--- config.mk ---
export PLATFORM = sky130hd
export DESIGN_NAME = instr_fetch_unit
export DESIGN_NICKNAME = d
export VERILOG_FILES = /design/src/rtl/instr_fetch_unit.sv
export SDC_FILE = /design/constraint.sdc
export NUM_CORES = 1
export LEC_CHECK = 0
export CORE_ASPECT_RATIO = 1.75
export CORE_MARGIN = 3
export CORE_UTILIZATION = 50
export DETAILED_ROUTE_END_ITERATION = 6
export GPL_ROUTABILITY_DRIVEN = 0
export GPL_TIMING_DRIVEN = 1
export PLACE_DENSITY = 0.8
export SYNTH_ARGS = -nofsm -noshare
export SYNTH_HDL_FRONTEND = slang
export SYNTH_SLANG_ARGS = --single-unit
--- constraint.sdc ---
create_clock -name clk -period 5.45 [get_ports clk]
set_clock_uncertainty 0.05 [all_clocks]
set_input_delay 1.09 -clock clk [delete_from_list [all_inputs] [get_ports clk]]
set_output_delay 1.09 -clock clk [all_outputs]
set_load 0.005 [all_outputs]
--- src/rtl/instr_fetch_unit.sv ---
// Instruction fetch unit: PC sequencing, one-cycle-latency program-memory
// reads and a 2-entry {pc, instr} buffer toward the datapath.
// Optional HALT detection is enabled by defining FETCH_HALT_DETECT_EN.
module instr_fetch_unit #(
    parameter int         RAM_WIDTH     = 32,
    parameter int         RAM_ADDR_BITS = 9,
    parameter logic [4:0] HALT_OPCODE   = 5'd31
) (
    input  logic                     clk,
    input  logic                     reset,
    input  logic                     fetch_en,
    output logic                     imem_en,
    output logic [RAM_ADDR_BITS-1:0] imem_addr,
    input  logic [RAM_WIDTH-1:0]     imem_rdata,
    input  logic                     branch_valid,
    input  logic [RAM_ADDR_BITS-1:0] branch_target,
    output logic                     instr_valid,
    input  logic                     instr_ready,
    output logic [RAM_WIDTH-1:0]     instr_out,
    output logic [RAM_ADDR_BITS-1:0] instr_pc,
    output logic                     halted
);

    logic [RAM_ADDR_BITS-1:0] pc;
    logic [RAM_ADDR_BITS-1:0] pc_mem [2];
    logic [RAM_WIDTH-1:0]     instr_mem [2];
    logic                     rd_ptr;
    logic                     wr_ptr;
    logic [1:0]               count;
    logic                     vld_p0;
    logic [RAM_ADDR_BITS-1:0] pc_p0;
    logic                     pop;
    logic                     push;
    logic                     is_run;
    logic                     halt_go;
    logic [2:0]               occupancy;

`ifdef FETCH_HALT_DETECT_EN
    typedef enum logic {RUN, HALT} state_t;
    state_t state;

    assign is_run  = (state == RUN);
    assign halt_go = pop && (instr_out[31:27] == HALT_OPCODE);
    assign halted  = (state == HALT) && !reset;
`else
    logic unused_halt_opcode;

    // No HALT state in this build: the opcode is just data.
    assign unused_halt_opcode = ^HALT_OPCODE;
    assign is_run  = 1'b1;
    assign halt_go = 1'b0;
    assign halted  = 1'b0;
`endif

    assign instr_valid = (count != 2'd0) && !reset;
    assign instr_out   = instr_valid ? instr_mem[rd_ptr] : '0;
    assign instr_pc    = instr_valid ? pc_mem[rd_ptr] : '0;
    assign pop         = instr_valid && instr_ready;

    // An in-flight read is dropped by a branch or by entering HALT.
    assign push = vld_p0 && !branch_valid && is_run;

    // Buffered plus in-flight entries; a pop this cycle frees one slot.
    assign occupancy = {1'b0, count} + {2'b00, vld_p0};
    assign imem_en   = !reset && is_run && fetch_en && !branch_valid &&
                       (occupancy < (3'd2 + {2'b00, pop}));
    assign imem_addr = pc;

    // Control state: PC, buffer pointers/count, in-flight flag and run state.
    always_ff @(posedge clk) begin
        if (reset) begin
            pc     <= '0;
            count  <= 2'd0;
            rd_ptr <= 1'b0;
            wr_ptr <= 1'b0;
            vld_p0 <= 1'b0;
`ifdef FETCH_HALT_DETECT_EN
            state  <= RUN;
`endif
        end else if (branch_valid) begin
            pc     <= branch_target;
            count  <= 2'd0;
            rd_ptr <= 1'b0;
            wr_ptr <= 1'b0;
            vld_p0 <= 1'b0;
`ifdef FETCH_HALT_DETECT_EN
            state  <= RUN;
`endif
        end else if (halt_go) begin
            count  <= 2'd0;
            rd_ptr <= 1'b0;
            wr_ptr <= 1'b0;
            vld_p0 <= 1'b0;
`ifdef FETCH_HALT_DETECT_EN
            state  <= HALT;
`endif
        end else begin
            vld_p0 <= imem_en;
            if (imem_en)
                pc <= pc + 1'b1;
            if (push)
                wr_ptr <= ~wr_ptr;
            if (pop)
                rd_ptr <= ~rd_ptr;
            count <= count + {1'b0, push} - {1'b0, pop};
        end
    end

    // ---- stage p0: issued read address; buffer write on data return ----
    always_ff @(posedge clk) begin
        if (imem_en)
            pc_p0 <= pc;
        if (push) begin
            pc_mem[wr_ptr]    <= pc_p0;
            instr_mem[wr_ptr] <= imem_rdata;
        end
    end

endmodule

==> results_dict.tcl, run 1 <==
set metrics [dict create \
    status "finished clean" \
    switchingPower_uw 309 \
    wl_met2_um 4180 \
    dr.first_iter.drc_count 167 \
    totalWireLength_um 7680 \
    crit_path_start "instr_ready" \
    ys_async_sr_fraction 0 \
    synth_top_family_by_area "multiplexers" \
    p_int_mw 1.30 \
    min-delay-start "pc_p0[3]$_DFFE_PP_" \
    hp-class "reg -> reg" \
    endpoint_kind "output pin" \
    synth_warnings 0 \
    viasPerCell 5.37 \
    synth_area_mm2 0.00420 \
    clockBufferDepth 2 \
    post_cts_buffers 0 \
    post-route-period-util 0.823 \
    crit_fanout 12 \
    p_per_area_mw_per_mm2 290 \
    cp_common_cell "clkdlybuf4s50_1" \
    synth_mux_area_frac 0.0977 \
    max_stage_delay_ns 0.58 \
    firstDrtPassIters 4 \
    synth_largest_area_cell "edfxtp_1" \
    synth_top_area_share 0.650 \
    cts_inserted_buffers 9 \
    cts_tree "done" \
    p_leak_nw 1.80 \
    yosysMostFrequentCell "edfxtp_1" \
    worstPathRequired_ns 4.31 \
    utilization 0.688 \
    port_buffers 97 \
    synth.area.top_cells "edfxtp_1 (65%), mux2i_1 (9.8%), dfxtp_1 (7.1%)" \
    post-route-drc-count 0 \
    combPwrFrac 0.052 \
    grt_max_degree 44 \
    r2r-start "count[1]$_SDFF_PP0_" \
    r2r-end "count[1]$_SDFF_PP0_" \
    synth_cells 284 \
    final_max_slew_viol_count 0 \
    period_needed_ns 4.49 \
    grt_pass1_wl_um 12000 \
    dr_wl_met3_um 412 \
    max-cap-violations 0 \
    area_growth_pct 32.1 \
    clk_latency_ns 0.33 \
    synth_compound_area_frac 0.0393 \
    hpwl_um 5230 \
    vias 2546 \
    synth-xor-area-share 0.0125 \
    start_kind "primary input" \
    fmax_mhz 223 \
    initial_core_util 0.521 \
    nFillCells 585 \
    irDropWorstVdd_uv 188 \
    ys_top_cells_by_count "edfxtp_1 (91), nor2_1 (51), mux2i_1 (41)" \
    fp.dieH_um 127 \
    finalNonFillerCells 474 \
    rrSetupSlack_ns 2.83 \
    tightest_slew_ns 1.15 \
    finalHoldViolCount 0 \
    antenna_left 0 \
    synth_seq_cells 106 \
    fin_setup_tns_ns 0 \
    top_layer_used "met4" \
    r2r_cells 9 \
    clkPwrFrac 0.386 \
    cts_hold_buffers 0 \
    finalSetupViolCount 0 \
    endpoint "imem_en" \
    die_w_um 75.3 \
    cts_htree_levels 3 \
    grt_pass1_vias 2586 \
    drive_above_1_share 0.0573 \
    crit_chain "clkdlybuf4s50_1 -> nand2b_1 -> o21a_1 -> or4_4 -> inv_1 -> clkdlybuf4s50_1" \
    die_area_mm2 0.00958 \
    wire_per_inst_um 16.2 \
    synth_edf_count 91 \
    cp_slowest_cell "clkdlybuf4s50_1" \
    cp_data_arrival_time_ns 3.35 \
    finalNetCount 430 \
    yosysSeqAreaShare 0.722 \
    synth_cell_types 34 \
    timing.slew.headroom 0.229 \
    n_antenna_cell 0 \
    syn_nets 335 \
    synth-simple-area-share 0.0917 \
    clock-sinks 106 \
    rsz0062_at_grt "no" \
    path_clk_slew_ns 0.07 \
    critical_path_class "in -> out" \
    wl_met1_um 2880 \
    overflow 0 \
    cts-root-buf "clkbuf_16" \
    place_inst 458 \
    antenna_found_initial 0 \
    io_pins 99 \
    synth-adder-area-share 0.0149 \
    syn_avg_cell_area_um2 14.8 \
    track_usage 0.167 \
    core_mm2 0.00807 \
    synth_ff_type "edfxtp_1" \
    swShare 0.192 \
    cts-resized-gates 0 \
    fp-row-count 43 \
    seq_power_share 0.563 \
]
-- routing by layer --
metal	up-vias	global-route usage
met4	0	0.0762
met5	-	0
met2	82	0.294
met3	18	0.0457
met1	1198	0.178
li1	1248	-
-- sequential cells by signal, indices dropped and copies added (netlist names), named ones only --
register and cells:
instr_mem 64, pc_mem 18, imem_addr 9, pc_p0 9, count 2, rd_ptr 1
vld_p0 1, wr_ptr 1
-- worst min-delay path by stage --
stage                                         to  slack, ns  cells after the start
after floorplan           pc_mem[0][0]$_DFFE_PP_       0.37                      0
after global placement    pc_mem[1][5]$_DFFE_PP_       0.37                      0
after detailed placement  pc_mem[1][3]$_DFFE_PP_       0.39                      0
after CTS                 pc_mem[1][3]$_DFFE_PP_       0.40                      0
after global routing      pc_mem[1][4]$_DFFE_PP_       0.42                      0
final                     pc_mem[0][3]$_DFFE_PP_       0.40                      0
-- logic make-up after synthesis --
| logic type | count (synthesis) |
|---|---|
| flops | 106 |
| simple gates | 82 |
| mux | 41 |
| compound gates | 22 |
| buf+inv | 21 |
| xor+xnor | 6 |
| fa+ha+maj | 5 |
| other cells | 1 |
-- critical path: cells and delay by family --
family / cells / cell delay (ns)
AO/OA/AOI/OAI: 1 / 0.29
buffers and inverters: 3 / 1.33
AND/OR/NAND/NOR: 2 / 0.62
-- layout by cell type (no fill, tap or decap), types with 2 or more instances in the layout --
| master | count |
|---|---|
| a221oi_1 | 2 |
| a311oi_1 | 7 |
| and3_1 | 2 |
| buf_4 | 2 |
| clkbuf_16 | 9 |
| clkdlybuf4s50_1 | 97 |
| clkinvlp_4 | 3 |
| dfxtp_1 | 14 |
| edfxtp_1 | 91 |
| ha_1 | 5 |
| inv_1 | 6 |
| mux2i_1 | 41 |
| nand2_1 | 2 |
| nand2b_1 | 2 |
| nand3_1 | 4 |
| nand4_1 | 2 |
| nor2_1 | 50 |
| nor2b_1 | 2 |
| nor3_1 | 4 |
| nor3b_1 | 4 |
| o21ai_0 | 5 |
| o22ai_1 | 2 |
| o31ai_1 | 2 |
| or3_1 | 3 |
| or4_1 | 2 |
| xnor2_1 | 5 |
-- through the flow --
stage               setup slack (ns)  hold WS (ns)  instance area (um^2)  power [mW]
CTS                            0.944         0.405                  5550        1.62
global route                   0.841         0.416                  5550        1.66
detailed placement             0.947         0.389                  5260        1.01
finish                         0.962         0.402                  5550        1.61
floorplan                       1.64         0.371                  4200       0.947
global placement               0.980         0.373                  5260        1.00
-- power by group through the flow --
| stage | Combinational (mW) | Sequential, mW | Clock, mW |
|---|---|---|---|
| 4_1_cts | 0.0837 | 0.905 | 0.634 |
| 3_5_place_dp | 0.0830 | 0.922 | 0 |
| 5_1_grt | 0.0899 | 0.906 | 0.667 |
| 3_3_place_gp | 0.0809 | 0.922 | 0 |
| 6_report | 0.0831 | 0.905 | 0.620 |
| 2_1_floorplan | 0.0272 | 0.920 | 0 |
-- cell type report --
class                           count  area, um^2  area share
Timing Repair Buffer               99         986       0.178
Sequential cell                   106        3030       0.547
Inverter                            6        22.5     0.00406
Tap cell                           90         113      0.0203
Clock buffer                        9         225      0.0406
Clock inverter                      7        70.1      0.0126
Multi-Input combinational cell    157        1100       0.198
(Power assumes the default switching activity.)
==> run 2: changes to the inputs <==
Settings changed: CORE_UTILIZATION 50 to 45, PLACE_DENSITY 0.8 to 0.76.
Clock period 5.45 ns to 3.8 ns, I/O delays scaled along.
==> results_dict.tcl, run 2 (synthesized netlist as in run 1, its figures left out) <==
set metrics [dict create \
    cts_inserted_buffers 9 \
    post_cts_buffers 0 \
    grt_max_degree 44 \
    finalNetCount 436 \
    grt_pass1_vias 2590 \
    crit_path_start "instr_ready" \
    fp-row-count 46 \
    timing.slew.headroom 0.327 \
    max-cap-violations 0 \
    min-delay-start "pc_p0[2]$_DFFE_PP_" \
    final_max_slew_viol_count 0 \
    rrSetupSlack_ns 1.21 \
    totalWireLength_um 8120 \
    fp.dieH_um 134 \
    status "finished clean" \
    largest_register_ffs 64 \
    crit_fanout 4 \
    top_regs "instr_mem x64, pc_mem x18" \
    hpwl_um 5770 \
    endpoint_kind "output pin" \
    post-route-period-util 0.907 \
    holdPathStages 0 \
    start_kind "primary input" \
    finalSetupViolCount 0 \
    wire_per_inst_um 15.9 \
    antenna_found_initial 0 \
    regMostFlops "instr_mem" \
    viasPerCell 5.06 \
    path_clk_slew_ns 0.06 \
    irDropWorstVdd_uv 314 \
    rsz0062_at_grt "no" \
    setup_ws_ns 0.353 \
    cts_hold_buffers 0 \
    grt_pass1_wl_um 12800 \
    r2r-start "count[1]$_SDFF_PP0_" \
    post-route-drc-count 0 \
    fin_setup_tns_ns 0 \
    io_pins 99 \
    cts_tree "done" \
    dr.first_iter.drc_count 115 \
    die_area_mm2 0.0106 \
    cts-root-buf "clkbuf_16" \
    n_antenna_cell 0 \
    antenna_left 0 \
    worstPathRequired_ns 2.99 \
    worst_hold_path.endpoint "pc_mem[0][2]$_DFFE_PP_" \
    drive_above_1_share 0.0667 \
    firstDrtPassIters 4 \
    tightest_slew_ns 1.01 \
    vias 2581 \
    p_leak_nw 1.85 \
    core_mm2 0.00909 \
    clockBufferDepth 2 \
    cts-resized-gates 0 \
    die_w_um 79.0 \
    overflow 0 \
    track_usage 0.161 \
    whs_ns 0.396 \
    p_per_area_mw_per_mm2 409 \
    fmax_mhz 290 \
    hp-class "reg -> reg" \
    dp_slack_ns 0.349 \
    r2r_cells 9 \
    mostFrequentLayoutCells "clkdlybuf4s50_1 (97), edfxtp_1 (91), nor2_1 (50)" \
    clock-sinks 106 \
    port_buffers 97 \
    r2r-end "count[1]$_SDFF_PP0_" \
    clk_latency_ns 0.34 \
    cp_data_arrival_time_ns 2.64 \
    initial_core_util 0.462 \
    critical_path_class "in -> out" \
    layout_commonest_cell "clkdlybuf4s50_1" \
    area_growth_pct 34.2 \
    cts_htree_levels 3 \
    finalHoldViolCount 0 \
    period_needed_ns 3.45 \
]
[run 2: worst max-delay path, cell delays in order]
cell and delay, ns:
clkdlybuf4s50_1 0.47, nand2b_1 0.09, o21a_1 0.19, or4_4 0.50, inv_1 0.12, clkdlybuf4s50_1 0.51
[run 2: metrics by stage]
stage	total power, mW	std cells	util	instance area (um^2)
3_3_place_gp	1.44	494	0.588	5350
3_5_place_dp	1.45	494	0.588	5350
5_1_grt	2.39	510	0.620	5640
4_1_cts	2.33	510	0.620	5640
6_report	2.31	510	0.620	5640
2_1_floorplan	1.36	284	-	4200
[run 2: how the worst max path moves through the flow]
| stage | to | slack [ns] | depth (start not counted) |
|---|---|---|---|
| 4_1_cts | imem_en | 0.34 | 6 |
| 3_5_place_dp | imem_en | 0.35 | 6 |
| 6_report | imem_en | 0.35 | 6 |
| 5_1_grt | instr_pc[4] | 0.25 | 4 |
| 3_3_place_gp | imem_en | 0.36 | 6 |
| 2_1_floorplan | instr_mem[0][0]$_DFFE_PP_ | 0.32 | 4 |
[run 2: area by class of cell]
class                      instances  area [um^2]
sequential                       106         3030
clock buffer                      13          250
tap                              120          150
fill                             739         3450
inverter                           6         22.5
multi-input combinational        157         1100
timing repair buffer             105         1040
clock inverter                     3         40.0
[run 2: power by group]
group / internal (mW) / total (mW) / switching, mW
clock network: 0.527 / 0.889 / 0.362
logic: 0.0754 / 0.122 / 0.0466
registers: 1.28 / 1.30 / 0.0159
total: 1.88 / 2.31 / 0.425
[run 2: per-layer routing]
metal / share of wire / global-route usage / vias up / routed length, um
met1: 0.36 / 0.170 / 1231 / 2900
met3: 0.048 / 0.0370 / 17 / 392
met4: 0.028 / 0.0841 / 0 / 225
li1: - / - / 1264 / -
met2: 0.57 / 0.291 / 69 / 4600
met5: 0 / 0 / - / 0
==> run 3: changes to the inputs <==
Settings changed: ABC_AREA set to 1, CORE_MARGIN 3 to not set, PLACE_DENSITY 0.76 to 0.75.
==> results_dict.tcl, run 3 <==
set metrics [dict create \
    status "finished clean" \
    synth-xor-area-share 0.00391 \
    period_needed_ns 3.47 \
    grt_pass1_wl_um 13300 \
    post-route-period-util 0.913 \
    synth_cell_types 32 \
    die_area_mm2 0.0104 \
    initial_core_util 0.467 \
    viasPerCell 4.83 \
    grt_max_degree 42 \
    clkPwrFrac 0.371 \
    hp-class "reg -> reg" \
    core_mm2 0.00959 \
    die_w_um 77.4 \
    syn_nets 413 \
    synth_ff_type "edfxtp_1" \
    ys_async_sr_fraction 0 \
    setup_ws_ns 0.329 \
    path_clk_slew_ns 0.06 \
    cts_inserted_buffers 9 \
    synth_edf_count 91 \
    layout_commonest_cell "clkdlybuf4s50_1" \
    fp-row-count 47 \
    finalSetupViolCount 0 \
    rsz0062_at_grt "no" \
    syn_avg_cell_area_um2 12.4 \
    overflow 0 \
    finalNetCount 515 \
    synth_mux_area_frac 0.103 \
    dp_slack_ns 0.322 \
    crit_fanout 26 \
    synth_top_area_share 0.610 \
    worstPathRequired_ns 2.99 \
    whs_ns 0.397 \
    p_leak_nw 2.36 \
    port_buffers 97 \
    regMostFlops "instr_mem" \
    max_stage_delay_ns 0.51 \
    tightest_slew_ns 0.635 \
    rrSetupSlack_ns 1.68 \
    swShare 0.192 \
    synth-simple-area-share 0.117 \
    vias 2851 \
    nFillCells 775 \
    p_per_area_mw_per_mm2 384 \
    seq_power_share 0.572 \
    power_mw 2.26 \
    antenna_found_initial 0 \
    critical_path_class "in -> out" \
    synth_compound_area_frac 0.0196 \
    synth_largest_area_cell "edfxtp_1" \
    cts_hold_buffers 0 \
    synth.area.top_cells "edfxtp_1 (61%), mux2_2 (10%), nand2_1 (7.1%)" \
    p_int_mw 1.83 \
    synth-adder-area-share 0.0140 \
    grt_pass1_vias 2817 \
    yosysMostFrequentCell "edfxtp_1" \
    fp.dieH_um 134 \
    clockBufferDepth 2 \
    irDropWorstVdd_uv 271 \
    top_regs "instr_mem x64, pc_mem x18" \
    track_usage 0.170 \
    cts_tree "done" \
    yosysSeqAreaShare 0.677 \
    fmax_mhz 288 \
    fin_setup_tns_ns 0 \
    post_cts_buffers 0 \
    finalHoldViolCount 0 \
    clock-sinks 106 \
    drive_above_1_share 0.165 \
    n_antenna_cell 0 \
    max-cap-violations 0 \
    synth_seq_cells 106 \
    synth_warnings 0 \
    switchingPower_uw 434 \
    crit_chain "clkdlybuf4s50_1 -> inv_2 -> nand2_1 -> inv_2 -> buf_12 -> nand2_1 -> inv_1 -> clkdlybuf4s50_1" \
    largest_register_ffs 64 \
    utilization 0.616 \
    io_pins 99 \
    ys_top_cells_by_count "edfxtp_1 (91), nand2_1 (85), inv_1 (54)" \
    endpoint_kind "output pin" \
    antenna_left 0 \
    cp_data_arrival_time_ns 2.66 \
    mostFrequentLayoutCells "clkdlybuf4s50_1 (97), edfxtp_1 (91), nand2_1 (85)" \
    clk_latency_ns 0.33 \
    cp_slowest_cell "clkdlybuf4s50_1" \
    hpwl_um 5770 \
    wire_per_inst_um 14.1 \
    combPwrFrac 0.057 \
    firstDrtPassIters 4 \
    totalWireLength_um 8310 \
    area_growth_pct 31.7 \
    synth_area_mm2 0.00448 \
    synth_top_family_by_area "simple AND/OR/NAND/NOR gates" \
    dr.first_iter.drc_count 159 \
    cts-resized-gates 0 \
    cts_htree_levels 3 \
    timing.slew.headroom 0.576 \
    start_kind "primary input" \
    synth_cells 362 \
    post-route-drc-count 0 \
    cts-root-buf "clkbuf_16" \
    final_max_slew_viol_count 0 \
]
## run 3: cell count changes after synthesis, sizes merged, moves of 9 or more
| cell | previous run | this run |
|---|---|---|
| nand3 | 4 | 14 |
| a21oi | 0 | 9 |
| nand2 | 2 | 88 |
| mux2i | 41 | 0 |
| nor2 | 51 | 10 |
| mux2 | 0 | 41 |
| inv | 6 | 56 |
## run 3: power by group through the flow
stage / Combinational (mW) / Sequential [mW] / Clock [mW]
floorplan: 0.0465 / 1.32 / 0
global placement: 0.126 / 1.32 / 0
detailed placement: 0.129 / 1.32 / 0
CTS: 0.129 / 1.29 / 0.865
global route: 0.140 / 1.30 / 0.907
finish: 0.128 / 1.30 / 0.841
## run 3: path summary, 6_finish.rpt
| check | from | cells past startpoint | endpoint |
|---|---|---|---|
| min reg2reg | pc_p0[0]$_DFFE_PP_ | 0 | pc_mem[0][0]$_DFFE_PP_ |
| min | pc_p0[0]$_DFFE_PP_ | 0 | pc_mem[0][0]$_DFFE_PP_ |
| max | reset | 8 | instr_out[28] |
| max reg2reg | count[0]$_SDFF_PP0_ | 12 | count[1]$_SDFF_PP0_ |
## run 3: cell type report
cell class / instances / area, um^2 / share of cell area
Tap cell: 122 / 153 / 0.0259
Clock inverter: 3 / 16.3 / 0.00276
Sequential cell: 106 / 3030 / 0.514
Multi-Input combinational cell: 186 / 1170 / 0.199
Timing Repair Buffer: 104 / 1050 / 0.178
Inverter: 57 / 219 / 0.0371
Clock buffer: 12 / 256 / 0.0435
## run 3: logic make-up (layout without fill, tap and decap cells)
| logic type | count (synthesis) | count (layout) |
|---|---|---|
| adders and majority gates | 5 | 5 |
| AOI/OAI and AO/OA | 16 | 16 |
| DFF | 106 | 106 |
| muxes | 41 | 41 |
| other | 1 | 1 |
| and+or+nand+nor | 121 | 121 |
| buffers and inverters | 70 | 176 |
| xor gates and xnor gates | 2 | 2 |
## run 3: critical path, delay by kind of cell
| family | cells | cell delay, ns |
|---|---|---|
| and+or+nand+nor | 2 | 0.15 |
| buffers and inverters | 6 | 1.74 |
## run 3: metrics by stage
stage	area (um^2)	cells
final	5900	590
after global routing	5900	590
after CTS	5900	590
after detailed placement	5630	575
after global placement	5630	575
after floorplan	4480	362
## run 3: per-layer routing
metal  vias to the layer above  GRT usage  wire length (um)
li1                       1403          -                 -
met1                      1364      0.178              3210
met2                        73      0.316              4590
met3                        11     0.0401               355
met4                         0     0.0744               160
met5                         -          0                 0
